`src/rtl/user_ip_gpio_ctrl.sv`:
```
// ----------------------------------------------------------------------------
// user_ip_gpio_ctrl
//   APB4-mapped GPIO controller for a user IP slot. It provides per-pin
//   direction, output data with set/clear aliases, a 2-flop input
//   synchroniser, and rise/fall edge interrupts with sticky write-1-to-clear
//   status. A single level interrupt is the OR of the status bits.
//
//   Optional feature: define USER_IP_GPIO_DEBOUNCE_EN to add a per-pin
//   debounce filter (counter + filtered flop) with a programmable threshold
//   register. Without the macro, IN and the edge detectors use the
//   synchroniser output directly, and DBNC reads 0.
//
// Ports
//   clk_i       in   1         single clock
//   rst_i       in   1         asynchronous active-high reset
//   psel_i      in   1         APB select
//   penable_i   in   1         APB enable (access phase)
//   pwrite_i    in   1         APB direction, 1 = write
//   paddr_i     in   8         APB byte address (register offset)
//   pwdata_i    in   32        APB write data
//   prdata_o    out  32        APB read data, 0 outside a read access
//   pready_o    out  1         always 1 (zero wait states)
//   pslverr_o   out  1         always 0
//   gpio_in_i   in   GPIO_NUM  raw pad inputs, asynchronous to clk_i
//   gpio_out_o  out  GPIO_NUM  pad output data
//   gpio_oen_o  out  GPIO_NUM  pad output enable, active low
//   irq_o       out  1         level interrupt, |STAT
// ----------------------------------------------------------------------------
module user_ip_gpio_ctrl #(
    parameter logic [7:0] ID       = 8'd255,
    parameter int         GPIO_NUM = 8,
    parameter int         DBNC_W   = 16
) (
    input  logic                clk_i,
    input  logic                rst_i,
    input  logic                psel_i,
    input  logic                penable_i,
    input  logic                pwrite_i,
    input  logic [7:0]          paddr_i,
    input  logic [31:0]         pwdata_i,
    output logic [31:0]         prdata_o,
    output logic                pready_o,
    output logic                pslverr_o,
    input  logic [GPIO_NUM-1:0] gpio_in_i,
    output logic [GPIO_NUM-1:0] gpio_out_o,
    output logic [GPIO_NUM-1:0] gpio_oen_o,
    output logic                irq_o
);

    localparam logic [7:0] A_ID   = 8'h00;
    localparam logic [7:0] A_DIR  = 8'h04;
    localparam logic [7:0] A_OUT  = 8'h08;
    localparam logic [7:0] A_SET  = 8'h0C;
    localparam logic [7:0] A_CLR  = 8'h10;
    localparam logic [7:0] A_IN   = 8'h14;
    localparam logic [7:0] A_RISE = 8'h18;
    localparam logic [7:0] A_FALL = 8'h1C;
    localparam logic [7:0] A_STAT = 8'h20;
    localparam logic [7:0] A_DBNC = 8'h24;

    // Zero-extend a pin-wide vector onto the 32-bit bus; works for GPIO_NUM=32.
    function automatic logic [31:0] zext(input logic [GPIO_NUM-1:0] v);
        logic [31:0] r;
        r = '0;
        r[GPIO_NUM-1:0] = v;
        return r;
    endfunction

    logic wr, rd;
    logic [GPIO_NUM-1:0] wdata;

    logic [GPIO_NUM-1:0] dir_q, dir_d;
    logic [GPIO_NUM-1:0] out_q, out_d;
    logic [GPIO_NUM-1:0] rise_q, rise_d;
    logic [GPIO_NUM-1:0] fall_q, fall_d;
    logic [GPIO_NUM-1:0] stat_q, stat_d;
    logic [GPIO_NUM-1:0] s1_q, s2_q, prev_q;
    logic [GPIO_NUM-1:0] pin_val;      // value seen by IN and the edge detectors
    logic [GPIO_NUM-1:0] ev_set;

    // Bus bits above the pin count (and upper address bits) are intentionally
    // ignored; fold them into one named sink so the intent is explicit.
    logic unused_bus;
    assign unused_bus = ^pwdata_i;

    assign wr    = psel_i & penable_i & pwrite_i;
    assign rd    = psel_i & penable_i & ~pwrite_i;
    assign wdata = pwdata_i[GPIO_NUM-1:0];

    assign pready_o   = 1'b1;
    assign pslverr_o  = 1'b0;
    assign gpio_out_o = out_q;
    assign gpio_oen_o = ~dir_q;
    assign irq_o      = |stat_q;

    // ------------------------------------------------------------------
    // Optional debounce filter between the synchroniser and IN/edges
    // ------------------------------------------------------------------
`ifdef USER_IP_GPIO_DEBOUNCE_EN
    logic [DBNC_W-1:0]   dbnc_q, dbnc_d;
    logic [GPIO_NUM-1:0] f_q;
    logic [DBNC_W-1:0]   cnt_q [GPIO_NUM];

    // Counter runs while the synchronised pin disagrees with the filtered
    // value; the filter adopts the new value once the count reaches DBNC.
    always_ff @(posedge clk_i or posedge rst_i) begin
        if (rst_i) begin
            f_q <= '0;
            for (int i = 0; i < GPIO_NUM; i++) cnt_q[i] <= '0;
        end else begin
            for (int i = 0; i < GPIO_NUM; i++) begin
                if (s2_q[i] == f_q[i]) begin
                    cnt_q[i] <= '0;
                end else if (cnt_q[i] == dbnc_q) begin
                    f_q[i]   <= s2_q[i];
                    cnt_q[i] <= '0;
                end else begin
                    cnt_q[i] <= cnt_q[i] + 1'b1;
                end
            end
        end
    end

    always_comb begin
        dbnc_d = dbnc_q;
        if (wr && paddr_i == A_DBNC) dbnc_d = pwdata_i[DBNC_W-1:0];
    end

    always_ff @(posedge clk_i or posedge rst_i) begin
        if (rst_i) dbnc_q <= '0;
        else       dbnc_q <= dbnc_d;
    end

    assign pin_val = f_q;

    function automatic logic [31:0] dbnc_rd();
        logic [31:0] r;
        r = '0;
        r[DBNC_W-1:0] = dbnc_q;
        return r;
    endfunction
`else
    assign pin_val = s2_q;

    function automatic logic [31:0] dbnc_rd();
        return 32'd0;
    endfunction
`endif

    // Edge events; prev tracks whatever feeds IN so edges and IN agree.
    assign ev_set = (pin_val & ~prev_q & rise_q) | (~pin_val & prev_q & fall_q);

    // ------------------------------------------------------------------
    // Register next-state
    // ------------------------------------------------------------------
    always_comb begin
        dir_d  = dir_q;
        out_d  = out_q;
        rise_d = rise_q;
        fall_d = fall_q;
        stat_d = stat_q;
        if (wr) begin
            case (paddr_i)
                A_DIR:   dir_d  = wdata;
                A_OUT:   out_d  = wdata;
                A_SET:   out_d  = out_q | wdata;
                A_CLR:   out_d  = out_q & ~wdata;
                A_RISE:  rise_d = wdata;
                A_FALL:  fall_d = wdata;
                A_STAT:  stat_d = stat_q & ~wdata;
                default: ;
            endcase
        end
        // A new event beats a same-cycle W1C clear of that bit.
        stat_d = stat_d | ev_set;
    end

    always_ff @(posedge clk_i or posedge rst_i) begin
        if (rst_i) begin
            dir_q  <= '0;
            out_q  <= '0;
            rise_q <= '0;
            fall_q <= '0;
            stat_q <= '0;
            s1_q   <= '0;
            s2_q   <= '0;
            prev_q <= '0;
        end else begin
            dir_q  <= dir_d;
            out_q  <= out_d;
            rise_q <= rise_d;
            fall_q <= fall_d;
            stat_q <= stat_d;
            s1_q   <= gpio_in_i;
            s2_q   <= s1_q;
            prev_q <= pin_val;
        end
    end

    // ------------------------------------------------------------------
    // Read mux (combinational, zero outside a read access)
    // ------------------------------------------------------------------
    always_comb begin
        prdata_o = '0;
        if (rd) begin
            case (paddr_i)
                A_ID:    prdata_o = {24'd0, ID};
                A_DIR:   prdata_o = zext(dir_q);
                A_OUT:   prdata_o = zext(out_q);
                A_IN:    prdata_o = zext(pin_val);
                A_RISE:  prdata_o = zext(rise_q);
                A_FALL:  prdata_o = zext(fall_q);
                A_STAT:  prdata_o = zext(stat_q);
                A_DBNC:  prdata_o = dbnc_rd();
                default: prdata_o = '0;
            endcase
        end
    end

endmodule

```
`config.mk`:
```
export PLATFORM = sky130hd
export DESIGN_NAME = user_ip_gpio_ctrl
export DESIGN_NICKNAME = d
export VERILOG_FILES = /design/src/rtl/user_ip_gpio_ctrl.sv
export SDC_FILE = /design/constraint.sdc
export NUM_CORES = 1
export LEC_CHECK = 0
export ABC_CLOCK_PERIOD_IN_PS = 2290
export CAP_MARGIN = 20
export CORE_MARGIN = 4
export CORE_UTILIZATION = 47
export DETAILED_ROUTE_END_ITERATION = 10
export PLACE_DENSITY_LB_ADDON = 0.2
export SLEW_MARGIN = 10
export SYNTH_ARGS = -nofsm -noshare
export SYNTH_HDL_FRONTEND = slang
export SYNTH_SLANG_ARGS = --single-unit
```
`constraint.sdc`:
```
create_clock -name clk_i -period 2.29 [get_ports clk_i]
set_input_delay 0.458 -clock clk_i [delete_from_list [all_inputs] [get_ports clk_i]]
set_output_delay 0.458 -clock clk_i [all_outputs]
set_load 0.05 [all_outputs]
```
==> results.py <==
metrics = {
    "status": {
        "outcome": "finished, violations left",
        "violations": "setup timing",
    },
    "routing": {
        "viasPerCell": 5.22,
        "firstDrtPassIters": 4,
        "routed_wl_mm": 9.19,
        "drc": 0,
        "ant_nets": 0,
        "drt_iter0_drc": 134,
        "vias": 2696,
        "routedWlPerCell_um": 17.8,
    },
    "sta": {
        "hold_viol_final": 0,
        "worst_pin_slew_ps": 525,
        "slew-limit-headroom_pct": 64.9,
        "tns_ps": -36.6,
        "rsz0062_at_grt": "true",
        "slew_viol_final": 0,
        "fin_skew_ps": 4.36,
        "fin_hold_ws_ps": 350,
        "finalWorstSetupSlack_ps": -25.6,
        "fmax_mhz": 432,
        "period_needed_ps": 2320,
        "setup_viol": 3,
        "finalCritPeriodShare_pct": 101,
    },
    "global_routing": {
        "met1_usage_pct": 27.0,
        "grt_max_degree": 65,
        "antenna_found_initial": 0,
        "top_usage_layer": "met2",
        "grt_util_met2_pct": 35.9,
        "grt.total_usage_pct": 22.2,
        "grt_pass1_vias": 2823,
        "use_met3_pct": 6.15,
        "grt_first_pass_wirelength_mm": 14.4,
        "grt_overflow": 0,
    },
    "critical_path": {
        "reg2reg_from": "rise_q[7]",
        "cp_common_cell": "buf_12",
        "cp_num_buf_inv": 3,
        "ff2ff_path_depth": 4,
        "cp_slowest_cell": "or3_4",
        "critPathMaxStageDelay_ps": 350,
        "rrSetupSlack_ps": 1440,
        "crit_required_ps": 1830,
        "worstPathMaxFanout": 8,
        "end_kind": "primary output",
        "r2r_end": "stat_q[7]",
        "cp-startpoint": "paddr_i[0]",
        "critical-path-top-delay-family": "simple AND/OR/NAND/NOR gates",
        "path_class": "input port to primary output",
        "startpoint_type": "input port",
        "crit_chain": "buf_6 -> nor4_4 -> nand4_1 -> or3_4 -> buf_12 -> a41oi_4 -> buf_12",
        "cp.arrival_ps": 1860,
    },
    "yosys": {
        "synth.ff_latch_count": 64,
        "yosys_most_used_dff": "dfrtp_1",
        "synth_top_area_share_pct": 48.7,
        "yosysSeqAreaShare_pct": 48.7,
        "synth_edf_count": 0,
        "synth_area_per_cell_um2": 10.3,
        "synth_cell_types": 46,
        "yosys-top-cells-area": "dfrtp_1 (49%), mux2_4 (7.3%), buf_4 (6.2%), nand2_1 (4.6%), o21ai_0 (3.8%)",
        "ys_async_sr_fraction_pct": 100,
        "syn_inst": 319,
        "yosys.area.top_type": "dfrtp_1",
        "synth_area_mm2": 0.00329,
        "yosys_warnings": 0,
    },
    "cells_and_area": {
        "final_common_cell": "dfrtp_1",
        "syn_to_final_growth_pct": 42.9,
        "stdcell_count": 516,
        "final_nets": 468,
        "n_antenna_cell": 0,
        "layout-drive-gt1-share_pct": 30.0,
        "mostFrequentLayoutCells": "dfrtp_1 (64), buf_4 (41), nand2_1 (39)",
    },
    "clocking": {
        "clkTransAtPathRegs_ps": 70,
        "cts_tree": "yes",
        "cts.sinks": 64,
        "h-tree-depth": 3,
        "clkLatencyLatePin_ps": 340,
        "cts_root_buf": "clkbuf_8",
        "cts_hold_buf": 0,
        "numCtsBuffers": 9,
        "clock_path_buffers": 2,
    },
    "floorplanning": {
        "dieArea_mm2": 0.00840,
        "num_rows": 30,
        "die_h_um": 91.7,
        "coreArea_mm2": 0.00679,
        "ios": 104,
        "initial_core_util_pct": 48.4,
        "dieWidth_um": 91.7,
    },
    "min_path": {
        "hold_end": "pin_val[6]",
        "hold_depth": 0,
        "min_path_type": "flop to flop",
        "min_from": "s1_q[6]",
    },
    "power_and_ir_drop": {
        "cellPowerDensity_mw_per_mm2": 566,
        "leakage_nw": 2.04,
        "vdd_ir_drop_max_mv": 0.340,
    },
    "placed_design": {
        "place.gp.congestion": 0.907,
        "dp_cells": 497,
        "dp_hpwl_mm": 6.54,
        "pre_cts_ws_ps": -518,
        "port_buffers": 53,
    },
    "flow_run": {
        "drv_cap": 0,
    },
}
==> state kept, by name, summed over array words and instances (netlist names) <==
register and cells:
prev_q 8, s1_q 8, fall_q 8, rise_q 8
stat_q 8, pin_val 8, dir_q 8, gpio_out_o 8
==> final cells by class <==
class	count	area [um^2]
clock buffer	9	124
clock inverter	7	101
fill	526	2090
inverter	20	75.1
multi-input combinational	218	1640
sequential	64	1600
tap	96	120
timing repair buffer	102	1040
==> stage by stage <==
| step | power, mW | utilization, % | instance area [um^2] |
|---|---|---|---|
| after global placement | 1.56 | 63.8 | 4340 |
| after CTS | 2.67 | 67.8 | 4610 |
| after detailed placement | 1.56 | 63.8 | 4340 |
| after floorplan | 1.44 | - | 3520 |
| final | 2.66 | 69.2 | 4700 |
| after global routing | 2.76 | 69.2 | 4700 |
==> where the power goes <==
part	switching (mW)	internal (mW)
clock	0.476	0.623
combinational	0.243	0.133
sequential	0.0234	1.16
total	0.743	1.92
==> timing repair <==
item,in CTS,in global routing
gates resized for setup,54,21
pin swaps,5,9
gates cloned,0,1
endpoints found under the setup margin,17,8
setup buffers,1,1
==> cell families after synthesis <==
group / count (synthesis) / synth area share, %
buf+inv: 61 / 10.9
mux: 25 / 10.0
other cells: 2 / 0.228
simple gates: 98 / 16.3
compound gates: 69 / 13.9
flops: 64 / 48.7
==> worst max path at each step <==
stage                   to  depth (start not counted)
2_1_floorplan  prdata_o[4]                          7
6_report       prdata_o[4]                          7
3_3_place_gp   prdata_o[4]                          6
3_5_place_dp   prdata_o[4]                          6
5_1_grt        prdata_o[4]                          7
4_1_cts        prdata_o[4]                          7
==> layer usage <==
layer  share of wire [%]  routed length, um
met1                  40               3690
met2                  49               4540
met3                 7.6                700
met4                 2.8                262
met5                   0                  0
==> cell usage after synthesis (2+ instances only) <==
cell type / count
dfrtp_1: 64
nand2_1: 40
buf_4: 27
o21ai_0: 25
inv_1: 20
mux2_4: 16
a31oi_1: 9
mux2i_1: 9
nand3b_1: 9
a2111oi_0: 8
clkbuf_1: 8
nor2_1: 7
and3_1: 6
nand3_1: 6
nor4_1: 6
o211ai_1: 6
a22oi_1: 5
a22o_1: 4
o21ai_1: 4
buf_2: 3
nand4_1: 3
nor2b_1: 3
or3_1: 3
a221o_1: 2
and4_1: 2
conb_1: 2
nor3_1: 2
nor3b_1: 2
==> worst register-to-register path, stage by stage, from the launching register on <==
cell	delay, ps
dfrtp_1	410
nand2_1	70
nor2_1	40
a31oi_1	150
nand2_1	70
No activity file was read; power rests on OpenSTA's default activity.
